**src/rtl/cwt_accumulator.sv**
```systemverilog
// cwt_accumulator: windowed TAPS-product sum with valid/ready output; ACC_SATURATE_EN clamps instead of wrapping
module cwt_accumulator #(
  parameter int BITS  = 16,
  parameter int TRANC = 8,
  parameter int TAPS  = 64,
  parameter int GUARD = 6
) (
  input  logic            clk,
  input  logic            rst,
  input  logic [BITS-1:0] acc_in,
  input  logic            in_valid,
  output logic            in_ready,
  input  logic            clear,
  output logic [BITS-1:0] acc_out,
  output logic            out_valid,
  input  logic            out_ready,
  output logic            sat_flag,
  output logic            busy
);
  localparam int ACC_BITS = BITS + GUARD;
  localparam int CW = $clog2(TAPS + 1);
  localparam logic [CW-1:0] LAST = CW'(TAPS - 1);
  if (TAPS < 1 || TAPS > (1 << GUARD) || GUARD < 1 || TRANC >= BITS) begin : g_bad_cfg
    $error("cwt_accumulator: illegal parameter combination");
  end
  typedef enum logic [1:0] {IDLE, ACCUM, HOLD} state_t;
  state_t state, state_d;
  logic [ACC_BITS-1:0] sum, sum_d, base, fsum;
  logic [CW-1:0] count, count_d, count_base;
  logic [BITS-1:0] acc_out_d, res;
  logic sat_d, sat;
  assign in_ready = state != HOLD;
  assign out_valid = state == HOLD;
  assign busy = state == ACCUM;
  // IDLE starts a fresh window, so the running sum/count are ignored there
  assign base = state == IDLE ? '0 : sum;
  assign count_base = state == IDLE ? '0 : count;
  assign fsum = base + {{GUARD{acc_in[BITS-1]}}, acc_in};
`ifdef ACC_SATURATE_EN
  logic hi, lo;
  assign hi = ~fsum[ACC_BITS-1] & |fsum[ACC_BITS-2:BITS-1];
  assign lo = fsum[ACC_BITS-1] & ~&fsum[ACC_BITS-2:BITS-1];
  assign res = hi ? {1'b0, {(BITS-1){1'b1}}} : lo ? {1'b1, {(BITS-1){1'b0}}} : fsum[BITS-1:0];
  assign sat = hi | lo;
`else
  assign res = fsum[BITS-1:0];
  assign sat = 1'b0;
`endif
  always_comb begin
    state_d = state;
    sum_d = sum;
    count_d = count;
    acc_out_d = acc_out;
    sat_d = sat_flag;
    if (state == HOLD) begin
      if (out_ready) state_d = IDLE;
    end else if (clear) begin
      state_d = IDLE;
      sum_d = '0;
      count_d = '0;
    end else if (in_valid) begin
      sum_d = fsum;
      count_d = count_base + CW'(1);
      state_d = count_base == LAST ? HOLD : ACCUM;
      acc_out_d = count_base == LAST ? res : acc_out;
      sat_d = count_base == LAST ? sat : sat_flag;
    end
  end
  always_ff @(posedge clk or posedge rst) begin
    if (rst) begin
      state <= IDLE;
      sum <= '0;
      count <= '0;
      acc_out <= '0;
      sat_flag <= 1'b0;
    end else begin
      state <= state_d;
      sum <= sum_d;
      count <= count_d;
      acc_out <= acc_out_d;
      sat_flag <= sat_d;
    end
  end
endmodule

```
**config.mk**
```make
export PLATFORM = sky130hd
export DESIGN_NAME = cwt_accumulator
export DESIGN_NICKNAME = d
export VERILOG_FILES = /design/src/rtl/cwt_accumulator.sv
export SDC_FILE = /design/constraint.sdc
export NUM_CORES = 1
export LEC_CHECK = 0
export BUFFER_PORTS_ARGS = -buffer_cell sky130_fd_sc_hd__buf_2
export CAP_MARGIN = 10
export CORE_MARGIN = 8
export CORE_UTILIZATION = 25
export DETAILED_ROUTE_END_ITERATION = 6
export PLACE_DENSITY = 0.46
export SLEW_MARGIN = 40
export SYNTH_ARGS = -nofsm -noshare
export SYNTH_HDL_FRONTEND = slang
export SYNTH_SLANG_ARGS = --single-unit
export TNS_END_PERCENT = 30
```
**constraint.sdc**
```tcl
create_clock -name clk -period 4.3 [get_ports clk]
set_clock_uncertainty 0.15 [all_clocks]
set_input_delay 0.43 -clock clk [delete_from_list [all_inputs] [get_ports clk]]
set_output_delay 0.43 -clock clk [all_outputs]
set_load 0.1 [all_outputs]
```
==> metrics.csv, run 1 <==
metric;value;unit
status;complete, no violations;
critPathKind;flip-flop to flip-flop;
hold_viol;0;
final_common_cell;dfrtp_1;
max-cap-violations;0;
synthArstFlopShare;1.00;
worst_slack;0.869;ns
grt_pass1_wl;10.3;mm
synth_edf_count;0;
io_buffers;39;
drc_errors;0;
p_per_area;293;nW/µm²
chipHeight;115;µm
grt-ovfl-total;0;
antenna_left;0;
finalSetupTns;0;ns
cts_hold_buf;0;
vias;1931;
core.rowCount;36;
h-tree-depth;2;
arrival;3.49;ns
wl_per_cell;14.8;µm
numCtsBuffers;5;
drt_iter0_markers;71;
synth.net_count;285;
r2r-start;state[1];
tritoncts;done;
ys_warn_count;0;
antenna_found_initial;0;
cts.sinks;41;
dpl_cell_area;2820;µm²
cts-root-buf;clkbuf_8;
grt_use_total;0.0992;
cellLeakagePower;1.41;nW
drive_gt1_frac;0.249;
synth_seq_cells;41;
post_cts_buffers;0;
cp-end-kind;flip-flop;
cts_resized;0;
timing.slew.headroom;0.627;
first_pass_iters;4;
ys.flop_type;dfrtp_1;
hpwl;4.65;mm
critPathMaxFanout;9;
finalMaxSlewViolations;0;
core;9680;µm²
worst_ir_drop_vdd;0.110;mV
antenna_cells;0;
clock_latency;0.30;ns
ys_types;46;
final_area;2930;µm²
nets;327;
period_share;0.798;
fp.dieArea;13300;µm²
die_width;115;µm
crit_required;4.36;ns
rsz0062_at_grt;no;
finalWeightedCongestion;0.789;
grt_max_degree;42;
finalWirelength;6.23;mm
fill_cells;1004;
synth_cells;247;
synth.avg_cell_area;10.0;µm²
syn2layout_area_growth;18.3;%
pre_cts_slack;0.854;ns
cp-startpoint;state[1];
viasPerCell;4.58;
final_cell_mix;41 x dfrtp_1, 39 x buf_2, 28 x nand2_1;
initial_utilization;0.255;
min_period;3.43;ns
hold_path.class;input port to asynchronous set/reset pin;
fmaxAchievable;0.291;GHz
io_pins;41;
grt_pass1_vias;1988;
tightest_slew;0.558;ns
setup_viol;0;
yosysSeqAreaShare;0.415;
ctsLongestPathBuffers;2;
syn_area;2470;µm²
clk_pin_slew;0.08;ns
startpoint_type;flip-flop;
==> registers in the layout (all words and copies together), names as in the netlist <==
| signal | flops |
|---|---|
| acc_out | 16 |
| count | 7 |
| state | 2 |
| sum | 16 |
==> metal layers <==
| layer | track usage | routed length [µm] | vias up |
|---|---|---|---|
| met5 | 0 | 0 | - |
| met4 | 0.0412 | 127 | 0 |
| met3 | 0.0245 | 347 | 7 |
| met2 | 0.152 | 2700 | 43 |
| met1 | 0.130 | 3060 | 908 |
| li1 | - | - | 973 |
==> cells by family after synthesis <==
kind of cell             share of synthesized area
flip-flops                                   0.415
multiplexers                                0.0536
AND/OR/NAND/NOR                              0.179
XOR/XNOR                                    0.0531
other                                      0.00152
AO/OA/AOI/OAI                                0.186
buffers and inverters                       0.0233
adder cells (fa/ha/maj)                     0.0890
==> power breakdown <==
| part | internal [mW] | total [mW] | switching [mW] |
|---|---|---|---|
| Clock | 0.169 | 0.307 | 0.138 |
| Combinational | 0.0557 | 0.143 | 0.0871 |
| Sequential | 0.399 | 0.407 | 0.00816 |
| Total | 0.624 | 0.857 | 0.234 |
==> cell usage after synthesis, types with 3 or more instances <==
library cell / n / area [µm²]
dfrtp_1: 41 / 1030
nand2_1: 28 / 105
o21ai_0: 25 / 125
nor2b_1: 19 / 119
ha_1: 16 / 200
a21oi_1: 11 / 55.1
a22o_1: 10 / 87.6
mux2_2: 10 / 113
nand3_1: 9 / 45.0
nor2_1: 8 / 30.0
xnor2_1: 8 / 70.1
xor2_1: 7 / 61.3
nand2b_1: 5 / 31.3
o21ai_1: 5 / 25.0
a21o_1: 4 / 30.0
clkbuf_1: 4 / 15.0
buf_4: 3 / 22.5
inv_1: 3 / 11.3
==> through the flow <==
stage               power, mW   util  cells  hold WS, ns
floorplan               0.515      -    247        0.292
global placement        0.561  0.291    415        0.311
detailed placement      0.560  0.291    415        0.313
CTS                     0.869  0.302    422        0.117
global route            0.899  0.302    422        0.144
finish                  0.857  0.302    422       0.0950
==> final cells by class <==
| type | count | area (µm²) | area share |
|---|---|---|---|
| clock buffer | 5 | 68.8 | 0.0235 |
| clock inverter | 2 | 35.0 | 0.0120 |
| inverter | 4 | 15.0 | 0.00513 |
| multi-input combinational | 194 | 1390 | 0.475 |
| sequential | 41 | 1030 | 0.351 |
| tap | 133 | 166 | 0.0569 |
| timing repair buffer | 43 | 225 | 0.0770 |
==> final timing paths <==
check | to | slack (ns) | cells after the start
max | acc_out[14] | 0.87 | 10
min | count[2] | 0.1 | 3
max reg2reg | acc_out[14] | 0.87 | 10
min reg2reg | acc_out[11] | 0.33 | 2
max in group asynchronous | sum[13] | 3.53 | 3
min in group clk | state[0] | 0.23 | 2
==> critical path, cell delays in order, from the launching register on <==
cell       delay (ns)
dfrtp_1          0.47
nor2_1           0.39
nor2b_1          0.10
ha_1             0.23
fa_1             0.41
a21o_1           0.21
a221oi_2         0.35
nor4b_2          0.10
a2111oi_2        0.41
mux2_2           0.39
o21ai_1          0.13
Note: power is estimated with default switching activity, not from simulation.
==> run 2: changes to the inputs <==
==> constraint.sdc (replaced) <==
create_clock -name clk -period 3.6 [get_ports clk]
set_clock_uncertainty 0.15 [all_clocks]
set_input_delay 0.36 -clock clk [delete_from_list [all_inputs] [get_ports clk]]
set_output_delay 0.36 -clock clk [all_outputs]
set_load 0.1 [all_outputs]
==> run 2 against run 1 <==
Against the previous run:
- first-iteration DRC count is 27% lower
- register-to-register slack got worse by 0.52 ns
- worst hold slack got worse by 0.082 ns
- die area is the same
- non-clock buffer count up 2
- clock-buffer cell count unchanged
- core utilization increased by 0.27 points
- worst setup slack worse by 0.52 ns
- power grew 22%
- clock power increased by 26%
- fmax up 5.6%
- global-route usage up 0.33 points
- critical endpoint unchanged
- largest power group unchanged
==> metrics.csv, run 2 (synthesis results as in run 1) <==
metric;value;unit;change
status;complete, no violations;;unchanged
first_pass_iters;4;;unchanged
arrival;3.32;ns;was 3.49 ns
worst_ir_drop_vdd;0.134;mV;was 0.110 mV
switchingPower;0.291;mW;was 0.234 mW
fp.dieArea;13300;µm²;unchanged
nets;329;;was 327
tritoncts;done;;unchanged
reg_top3;acc_out (16), sum (16), count (7);;unchanged
period_share;0.903;;was 0.798
vias;1973;;was 1931
finalMaxSlewViolations;0;;unchanged
cts_hold_buf;0;;unchanged
antenna_found_initial;0;;unchanged
min_period;3.25;ns;was 3.43 ns
power.share.clock;0.370;;was 0.358
tightest_slew;0.556;ns;was 0.558 ns
rsz0062_at_grt;no;;unchanged
p_int;0.752;mW;was 0.624 mW
hold_viol;0;;unchanged
cts-root-buf;clkbuf_8;;unchanged
fill_cells;1020;;was 1004
final_common_cell;dfrtp_1;;unchanged
max-cap-violations;0;;unchanged
viasPerCell;4.64;;was 4.58
grt_use_total;0.102;;was 0.0992
startpoint_type;flip-flop;;unchanged
r2r_cells;10;;unchanged
core;9680;µm²;unchanged
cp-end-kind;flip-flop;;unchanged
ctsLongestPathBuffers;2;;unchanged
grt-ovfl-total;0;;unchanged
io_pins;41;;unchanged
finalSetupTns;0;ns;unchanged
antenna_left;0;;unchanged
finalPower;1.04;mW;was 0.857 mW
hpwl;4.73;mm;was 4.65 mm
io_buffers;39;;unchanged
hold_path.class;input port to asynchronous set/reset pin;;unchanged
clock_latency;0.30;ns;about the same
setup_viol;0;;unchanged
finalWeightedCongestion;0.827;;was 0.789
p_per_area;353;nW/µm²;was 293 nW/µm²
final_cell_mix;41 x dfrtp_1, 39 x buf_2, 28 x nand2_1;;unchanged
chipHeight;115;µm;unchanged
worst_slack;0.350;ns;was 0.869 ns
finalWirelength;6.42;mm;was 6.23 mm
critPathMaxFanout;6;;was 9
syn2layout_area_growth;19.4;%;was 18.3%
core.rowCount;36;;unchanged
initial_utilization;0.255;;unchanged
die_width;115;µm;unchanged
h-tree-depth;2;;unchanged
drive_gt1_frac;0.257;;was 0.249
timing.slew.headroom;0.629;;was 0.627
critPathKind;flip-flop to flip-flop;;unchanged
cts.sinks;41;;unchanged
grt_pass1_vias;2061;;was 1988
power_frac_comb;0.165;;was 0.167
drc_errors;0;;unchanged
p_seq_frac;0.465;;was 0.475
fmaxAchievable;0.308;GHz;was 0.291 GHz
post_cts_buffers;0;;unchanged
grt_pass1_wl;10.7;mm;was 10.3 mm
pre_cts_slack;0.316;ns;was 0.854 ns
crit_required;3.67;ns;was 4.36 ns
netSwitchingFraction;0.279;;was 0.272
cellLeakagePower;1.42;nW;was 1.41 nW
antenna_cells;0;;unchanged
drt_iter0_markers;52;;was 71
cts_resized;0;;unchanged
wl_per_cell;15.1;µm;was 14.8 µm
grt_max_degree;42;;unchanged
numCtsBuffers;5;;unchanged
clk_pin_slew;0.09;ns;was 0.08 ns
run 2: cell count changes in the layout (fill, tap and decap cells not counted):
cell | previous run | this run
clkinvlp_4 | 0 | 1
clkinv_2 | 1 | 0
buf_4 | 4 | 6
clkinv_4 | 0 | 1
run 2: path summary, 6_finish.rpt:
kind                        startpoint     endpoint  slack (ns)
hold reg to reg            acc_out[11]  acc_out[11]        0.33
max in group asynchronous          rst       sum[9]        2.89
setup / recovery              state[0]  acc_out[14]        0.35
setup reg to reg              state[0]  acc_out[14]        0.35
min in group clk                 clear     state[0]        0.17
hold / removal                     rst  acc_out[15]        0.01
run 2: per-layer routing:
layer / global-route usage / share of wire / up-vias
met4: 0.0368 / 0.017 / 0
li1: - / - / 973
met5: 0 / 0 / -
met1: 0.130 / 0.49 / 951
met2: 0.165 / 0.44 / 39
met3: 0.0245 / 0.049 / 10
run 2: area by class of cell:
class	count	area, µm²	share of cell area
inverters	4	15.0	0.00508
flip-flops and latches	41	1030	0.347
clock buffers	5	68.8	0.0233
well taps	133	166	0.0564
repair buffers	45	240	0.0814
multi-input cells	194	1390	0.471
clock inverters	3	46.3	0.0157
run 2: critical path: stages, from the launching register on:
cell and delay, ns:
dfrtp_1 0.38, nor2_1 0.34, nor2b_1 0.10, ha_1 0.23, fa_1 0.42, a21o_1 0.21, a221oi_2 0.36, nor4b_2 0.11
a2111oi_2 0.35, mux2_2 0.39, o21ai_1 0.13
run 2: power by group through the flow:
stage	combinational (mW)	clock [mW]	sequential (mW)
2_1_floorplan	0.123	0	0.492
3_3_place_gp	0.175	0	0.495
3_5_place_dp	0.176	0	0.494
4_1_cts	0.176	0.405	0.485
5_1_grt	0.195	0.421	0.487
6_report	0.172	0.386	0.485
run 2: per-stage QoR:
stage | hold WS (ns) | area, µm² | instances | utilization
final | 0.0134 | 2950 | 425 | 0.305
after global routing | 0.0774 | 2950 | 425 | 0.305
after CTS | 0.0419 | 2950 | 425 | 0.305
after detailed placement | 0.311 | 2840 | 417 | 0.293
after global placement | 0.308 | 2840 | 417 | 0.293
after floorplan | 0.277 | 2470 | 247 | -
